**src/rtl/fifo_i2s_tx.sv**
```systemverilog
// fifo_i2s_tx: drains WIDTH-bit samples from a playback FIFO onto an I2S link.
// Generates bclk/lrclk from clk, prefetches one word into a holding register and
// emits silence with an underrun pulse whenever a slot starts without a sample.
//
// Ports:
//   clk           system clock, rising edge
//   rst           synchronous active-low reset
//   fifo_empty    FIFO has no readable word
//   rd            one-cycle pop strobe to the FIFO
//   dout          FIFO read data, valid the cycle after rd
//   bclk          I2S bit clock, period 2*CLK_DIV clk
//   lrclk         I2S word select, 0 = left, 1 = right
//   sdata         I2S serial data, MSB first, one-bit delayed after lrclk
//   underrun      one-cycle pulse when a slot starts without a sample
//   underrun_cnt  saturating count of underrun pulses
module fifo_i2s_tx #(
   parameter int unsigned WIDTH   = 16,
   parameter int unsigned CLK_DIV = 2
) (
   input  logic             clk,
   input  logic             rst,
   input  logic             fifo_empty,
   output logic             rd,
   input  logic [WIDTH-1:0] dout,
   output logic             bclk,
   output logic             lrclk,
   output logic             sdata,
   output logic             underrun,
   output logic [15:0]      underrun_cnt
);

   localparam int unsigned DivW = (CLK_DIV > 1) ? $clog2(CLK_DIV) : 1;
   localparam int unsigned BitW = (WIDTH > 1) ? $clog2(WIDTH) : 1;

   typedef enum logic [1:0] {StIdle, StRead, StCapture, StFull} state_e;

   state_e            state_q, state_d;
   logic [DivW-1:0]   divcnt_q, divcnt_d;
   logic [BitW-1:0]   bitcnt_q, bitcnt_d;
   logic [WIDTH-1:0]  shreg_q, shreg_d;
   logic [WIDTH-1:0]  hold_q, hold_d;
   logic              hold_valid_q, hold_valid_d;
   logic              bclk_q, bclk_d;
   logic              lrclk_q, lrclk_d;
   logic              sdata_q, sdata_d;
   logic              rd_q, rd_d;
   logic              underrun_q, underrun_d;
   logic [15:0]       underrun_cnt_q, underrun_cnt_d;

   logic tick;
   logic fall;
   logic boundary;

   always_comb begin
      state_d        = state_q;
      divcnt_d       = divcnt_q;
      bitcnt_d       = bitcnt_q;
      shreg_d        = shreg_q;
      hold_d         = hold_q;
      hold_valid_d   = hold_valid_q;
      bclk_d         = bclk_q;
      lrclk_d        = lrclk_q;
      sdata_d        = sdata_q;
      rd_d           = 1'b0;
      underrun_d     = 1'b0;
      underrun_cnt_d = underrun_cnt_q;

      tick     = (divcnt_q == DivW'(CLK_DIV - 1));
      // bclk is about to go low: data changes on the falling edge
      fall     = tick && bclk_q;
      boundary = fall && (bitcnt_q == BitW'(WIDTH - 1));

      if (tick) begin
         divcnt_d = '0;
         bclk_d   = ~bclk_q;
      end else begin
         divcnt_d = divcnt_q + 1'b1;
      end

      if (fall) begin
         sdata_d = shreg_q[WIDTH-1];
         if (boundary) begin
            lrclk_d  = ~lrclk_q;
            bitcnt_d = '0;
            if (hold_valid_q) begin
               shreg_d      = hold_q;
               hold_valid_d = 1'b0;
            end else begin
               shreg_d    = '0;
               underrun_d = 1'b1;
            end
         end else begin
            shreg_d  = shreg_q << 1;
            bitcnt_d = bitcnt_q + 1'b1;
         end
      end

      if (underrun_d && (underrun_cnt_q != 16'hFFFF)) begin
         underrun_cnt_d = underrun_cnt_q + 16'd1;
      end

      // One word in flight at most; a boundary during READ/CAPTURE sees no
      // valid holding word and the in-flight word serves the next slot.
      unique case (state_q)
         StIdle: begin
            if (!fifo_empty) begin
               state_d = StRead;
               rd_d    = 1'b1;
            end
         end
         StRead: begin
            state_d = StCapture;
         end
         StCapture: begin
            hold_d       = dout;
            hold_valid_d = 1'b1;
            state_d      = StFull;
         end
         StFull: begin
            if (boundary) begin
               state_d = StIdle;
            end
         end
         default: begin
            state_d = StIdle;
         end
      endcase
   end

   always_ff @(posedge clk) begin
      if (!rst) begin
         state_q        <= StIdle;
         divcnt_q       <= '0;
         bitcnt_q       <= BitW'(WIDTH - 1);
         shreg_q        <= '0;
         hold_q         <= '0;
         hold_valid_q   <= 1'b0;
         bclk_q         <= 1'b0;
         lrclk_q        <= 1'b1;
         sdata_q        <= 1'b0;
         rd_q           <= 1'b0;
         underrun_q     <= 1'b0;
         underrun_cnt_q <= 16'd0;
      end else begin
         state_q        <= state_d;
         divcnt_q       <= divcnt_d;
         bitcnt_q       <= bitcnt_d;
         shreg_q        <= shreg_d;
         hold_q         <= hold_d;
         hold_valid_q   <= hold_valid_d;
         bclk_q         <= bclk_d;
         lrclk_q        <= lrclk_d;
         sdata_q        <= sdata_d;
         rd_q           <= rd_d;
         underrun_q     <= underrun_d;
         underrun_cnt_q <= underrun_cnt_d;
      end
   end

   assign rd           = rd_q;
   assign bclk         = bclk_q;
   assign lrclk        = lrclk_q;
   assign sdata        = sdata_q;
   assign underrun     = underrun_q;
   assign underrun_cnt = underrun_cnt_q;

endmodule

```
**config.mk**
```make
export PLATFORM = sky130hd
export DESIGN_NAME = fifo_i2s_tx
export DESIGN_NICKNAME = d
export VERILOG_FILES = /design/src/rtl/fifo_i2s_tx.sv
export SDC_FILE = /design/constraint.sdc
export NUM_CORES = 1
export LEC_CHECK = 0
export CAP_MARGIN = 20
export CORE_MARGIN = 5
export CORE_UTILIZATION = 60
export CTS_BUF_LIST = sky130_fd_sc_hd__clkbuf_4 sky130_fd_sc_hd__clkbuf_8
export CTS_CLUSTER_SIZE = 30
export DETAILED_ROUTE_END_ITERATION = 6
export HOLD_SLACK_MARGIN = 0.02
export PLACE_DENSITY_LB_ADDON = 0.08
export REMOVE_ABC_BUFFERS = 1
export SETUP_SLACK_MARGIN = 0.02
export SYNTH_ARGS = -nofsm -noshare
export SYNTH_HDL_FRONTEND = slang
export SYNTH_SLANG_ARGS = --single-unit
```
**constraint.sdc**
```tcl
create_clock -name clk -period 3.8 [get_ports clk]
set_clock_uncertainty 0.05 [all_clocks]
set_input_delay 0.38 -clock clk [delete_from_list [all_inputs] [get_ports clk]]
set_output_delay 0.38 -clock clk [all_outputs]
set_load 0.05 [all_outputs]
```
==> results.toml <==
[sta]
relSlewSlack = 0.316
tns_ps = 0
hold_viol = 0
fin_ws_ps = 1660
fin_crit_sh = 0.563
fin_crit_ps = 2140
max_freq_mhz = 467
worstMarginPinSlew_ps = 1030
finalSetupViolations = 0
slew_violations = 0
rsz0062_at_grt = "false"

[worst_setup_path]
critical_path.max_fanout = 23
crit_path_start_kind = "register"
end_kind = "register"
worst-setup-path-type = "register to register"
r2r_slack_ps = 1660
r2r-end = "underrun_cnt[1]"
worstPathArrival_ps = 2270
reg2reg_from = "underrun_cnt[0]"
worstRegToRegCells = 5
cp.required_ps = 3930

[synth]
synth_area_per_cell_um2 = 8.98
ys_ff_latch = 61
synth_cell_types = 43
yosysSeqAreaShare = 0.452
syn_area_um2 = 2700
ys_warn_count = 0
synthesis.instances = 301

[clock_tree]
cts_inserted_buffers = 9
htree_levels = 3
cts.sinks = 61
post-cts-setup-buffers = 0
path_clk_slew_ps = 70
clockBufferDepth = 2
tritoncts = "done"
cts_root_buf = "clkbuf_8"
cts_hold_buf = 0
clkLatencyLatePin_ps = 340
cts_resized = 0

[placement]
gp_congestion = 0.807
dp_hpwl_um = 3560
placed_cells = 372
placed_area_um2 = 3050
dp_slack_ps = 1650
io_buffers = 39

[finish]
final_cell_mix = "61 x dfxtp_1, 39 x clkdlybuf4s50_1, 38 x nor2_1"
final_area_um2 = 3330
postLayoutCoreUtil = 0.764
fillCellCount = 330
regArea_um2 = 1220
fin_nets = 357
multi_input_area_um2 = 1360
fin_cells = 389
antenna_cells = 0
syn2layout_area_growth_pct = 23.0
layout_commonest_cell = "dfxtp_1"
final_layout_size_suffix_gt1_frac = 0.0742

[power_and_ir_drop]
combPwrFrac = 0.173
p_int_mw = 1.32
power_density_nw_per_um2 = 540
p_switching_mw = 0.479
cellLeakagePower_nw = 1.12
power_frac_seq = 0.429
pwr-share-clk = 0.398
ir_drop_mv = 0.340
swShare = 0.267

[grt]
grt_max_degree = 52
grt_pass1_vias = 2084
antenna_found_initial = 0
grt_use_total = 0.198
grt_pass1_wl_um = 9720
grt_overflow = 0

[worst_hold_path]
hold_depth = 2
hold_path_class = "register to register"
worstHoldEndpoint = "sdata"
min_from = "shreg_q[15]"

[floorplan]
ios = 40
design.die.area_um2 = 5950
rows = 24
die_y_um = 77.1
start_util = 0.621
die_w_um = 77.1
core_um2 = 4350

[drt]
first_pass_iters = 4
totalWireLength_um = 5790
avgViaCountPerCell = 5.88
wire_per_inst_um = 14.9
route.detailed.drc = 0
vias = 2286
ant_nets = 0
drt_iter0_drc = 138

[status]
status = "complete, no violations"

[job]
drv_cap = 0
==> how the worst max path moves through the flow <==
stage	startpoint	end	slack, ps	cells past startpoint
2_1_floorplan	underrun_cnt[0]	underrun_cnt[1]	1560	5
3_3_place_gp	rst	rd	1670	3
3_5_place_dp	rst	shreg_q[7]	1650	3
4_1_cts	underrun_cnt[0]	underrun_cnt[1]	1680	5
5_1_grt	underrun_cnt[0]	underrun_cnt[1]	1450	5
6_report	underrun_cnt[0]	underrun_cnt[1]	1660	5
==> kinds of logic after synthesis <==
kind of cell             synth area share
AND/OR/NAND/NOR                     0.252
multiplexers                       0.0666
XOR/XNOR                           0.0130
AO/OA/AOI/OAI                       0.143
flip-flops                          0.452
adder cells (fa/ha/maj)            0.0278
buffers and inverters              0.0458
==> sequential cells by signal, indices dropped and copies added, names as in the netlist <==
register and cells:
hold_q 16, shreg_q 16, underrun_cnt 16, bitcnt_q 4, state_q 2, bclk 1, divcnt_q 1, hold_valid_q 1
lrclk 1, rd 1, sdata 1, underrun 1
==> layout make-up <==
| type | count | area share |
|---|---|---|
| Tap cell | 52 | 0.0196 |
| Inverter | 4 | 0.00451 |
| Clock buffer | 12 | 0.0459 |
| Multi-Input combinational cell | 216 | 0.409 |
| Timing Repair Buffer | 40 | 0.126 |
| Sequential cell | 61 | 0.367 |
| Clock inverter | 4 | 0.0286 |
==> metal layers <==
layer | routed length (um) | up-vias | track usage
li1 | - | 1168 | -
met1 | 2750 | 1054 | 0.267
met2 | 2620 | 53 | 0.298
met3 | 308 | 11 | 0.0492
met4 | 115 | 0 | 0.0893
met5 | 0 | - | 0
==> critical path, stage by stage, from the launching register on <==
cell and delay (ps):
dfxtp_1 380, ha_1 200, nand3_1 170, nor4_4 890
or3b_2 250, a21oi_1 50
==> power groups by stage <==
stage | Clock, mW | Combinational [mW] | Sequential [mW]
global route | 0.753 | 0.349 | 0.781
CTS | 0.723 | 0.312 | 0.770
global placement | 0 | 0.302 | 0.780
detailed placement | 0 | 0.308 | 0.783
floorplan | 0 | 0.217 | 0.783
finish | 0.715 | 0.311 | 0.771
==> cells in the mapped netlist <==
| library cell | count | area [um^2] |
|---|---|---|
| buf_4 | 1 | 7.51 |
| a21oi_1 | 16 | 80.1 |
| nand2_1 | 34 | 128 |
| inv_2 | 1 | 3.75 |
| nor2_4 | 1 | 11.3 |
| clkbuf_1 | 10 | 37.5 |
| nand3_2 | 1 | 10.0 |
| and2_1 | 1 | 6.26 |
| nor2_1 | 38 | 143 |
| o311ai_1 | 1 | 8.76 |
| xnor2_1 | 3 | 26.3 |
| nand2b_1 | 2 | 12.5 |
| or4_1 | 8 | 60.1 |
| o31ai_1 | 8 | 60.1 |
| mux2i_1 | 18 | 180 |
| and3_1 | 5 | 31.3 |
| nand3_1 | 24 | 120 |
| a21o_1 | 1 | 7.51 |
| o21ai_0 | 2 | 10.0 |
| inv_1 | 3 | 11.3 |
| o21a_1 | 1 | 7.51 |
| buf_6 | 3 | 33.8 |
| and3b_1 | 1 | 8.76 |
| nor4_1 | 2 | 12.5 |
| nor4_4 | 1 | 21.3 |
| or3_1 | 2 | 12.5 |
| dfxtp_1 | 61 | 1220 |
| o21ai_1 | 4 | 20.0 |
| a311oi_1 | 16 | 140 |
| o311a_1 | 2 | 20.0 |
| nor3b_1 | 1 | 7.51 |
| nand2_2 | 1 | 6.26 |
| xor2_1 | 1 | 8.76 |
| nand4_2 | 1 | 12.5 |
| nand4_1 | 5 | 31.3 |
| o31a_1 | 1 | 8.76 |
| and4_1 | 3 | 26.3 |
| or3b_2 | 1 | 8.76 |
| nor4_2 | 1 | 12.5 |
| buf_2 | 6 | 30.0 |
| ha_1 | 6 | 75.1 |
| o21bai_1 | 2 | 15.0 |
| a32oi_1 | 1 | 8.76 |
==> stage by stage <==
stage / hold WS [ps] / power, mW
finish: 414 / 1.80
global route: 454 / 1.88
CTS: 418 / 1.81
detailed placement: 402 / 1.09
global placement: 387 / 1.08
floorplan: 382 / 1.00
No activity file was read; power rests on OpenSTA's default activity.
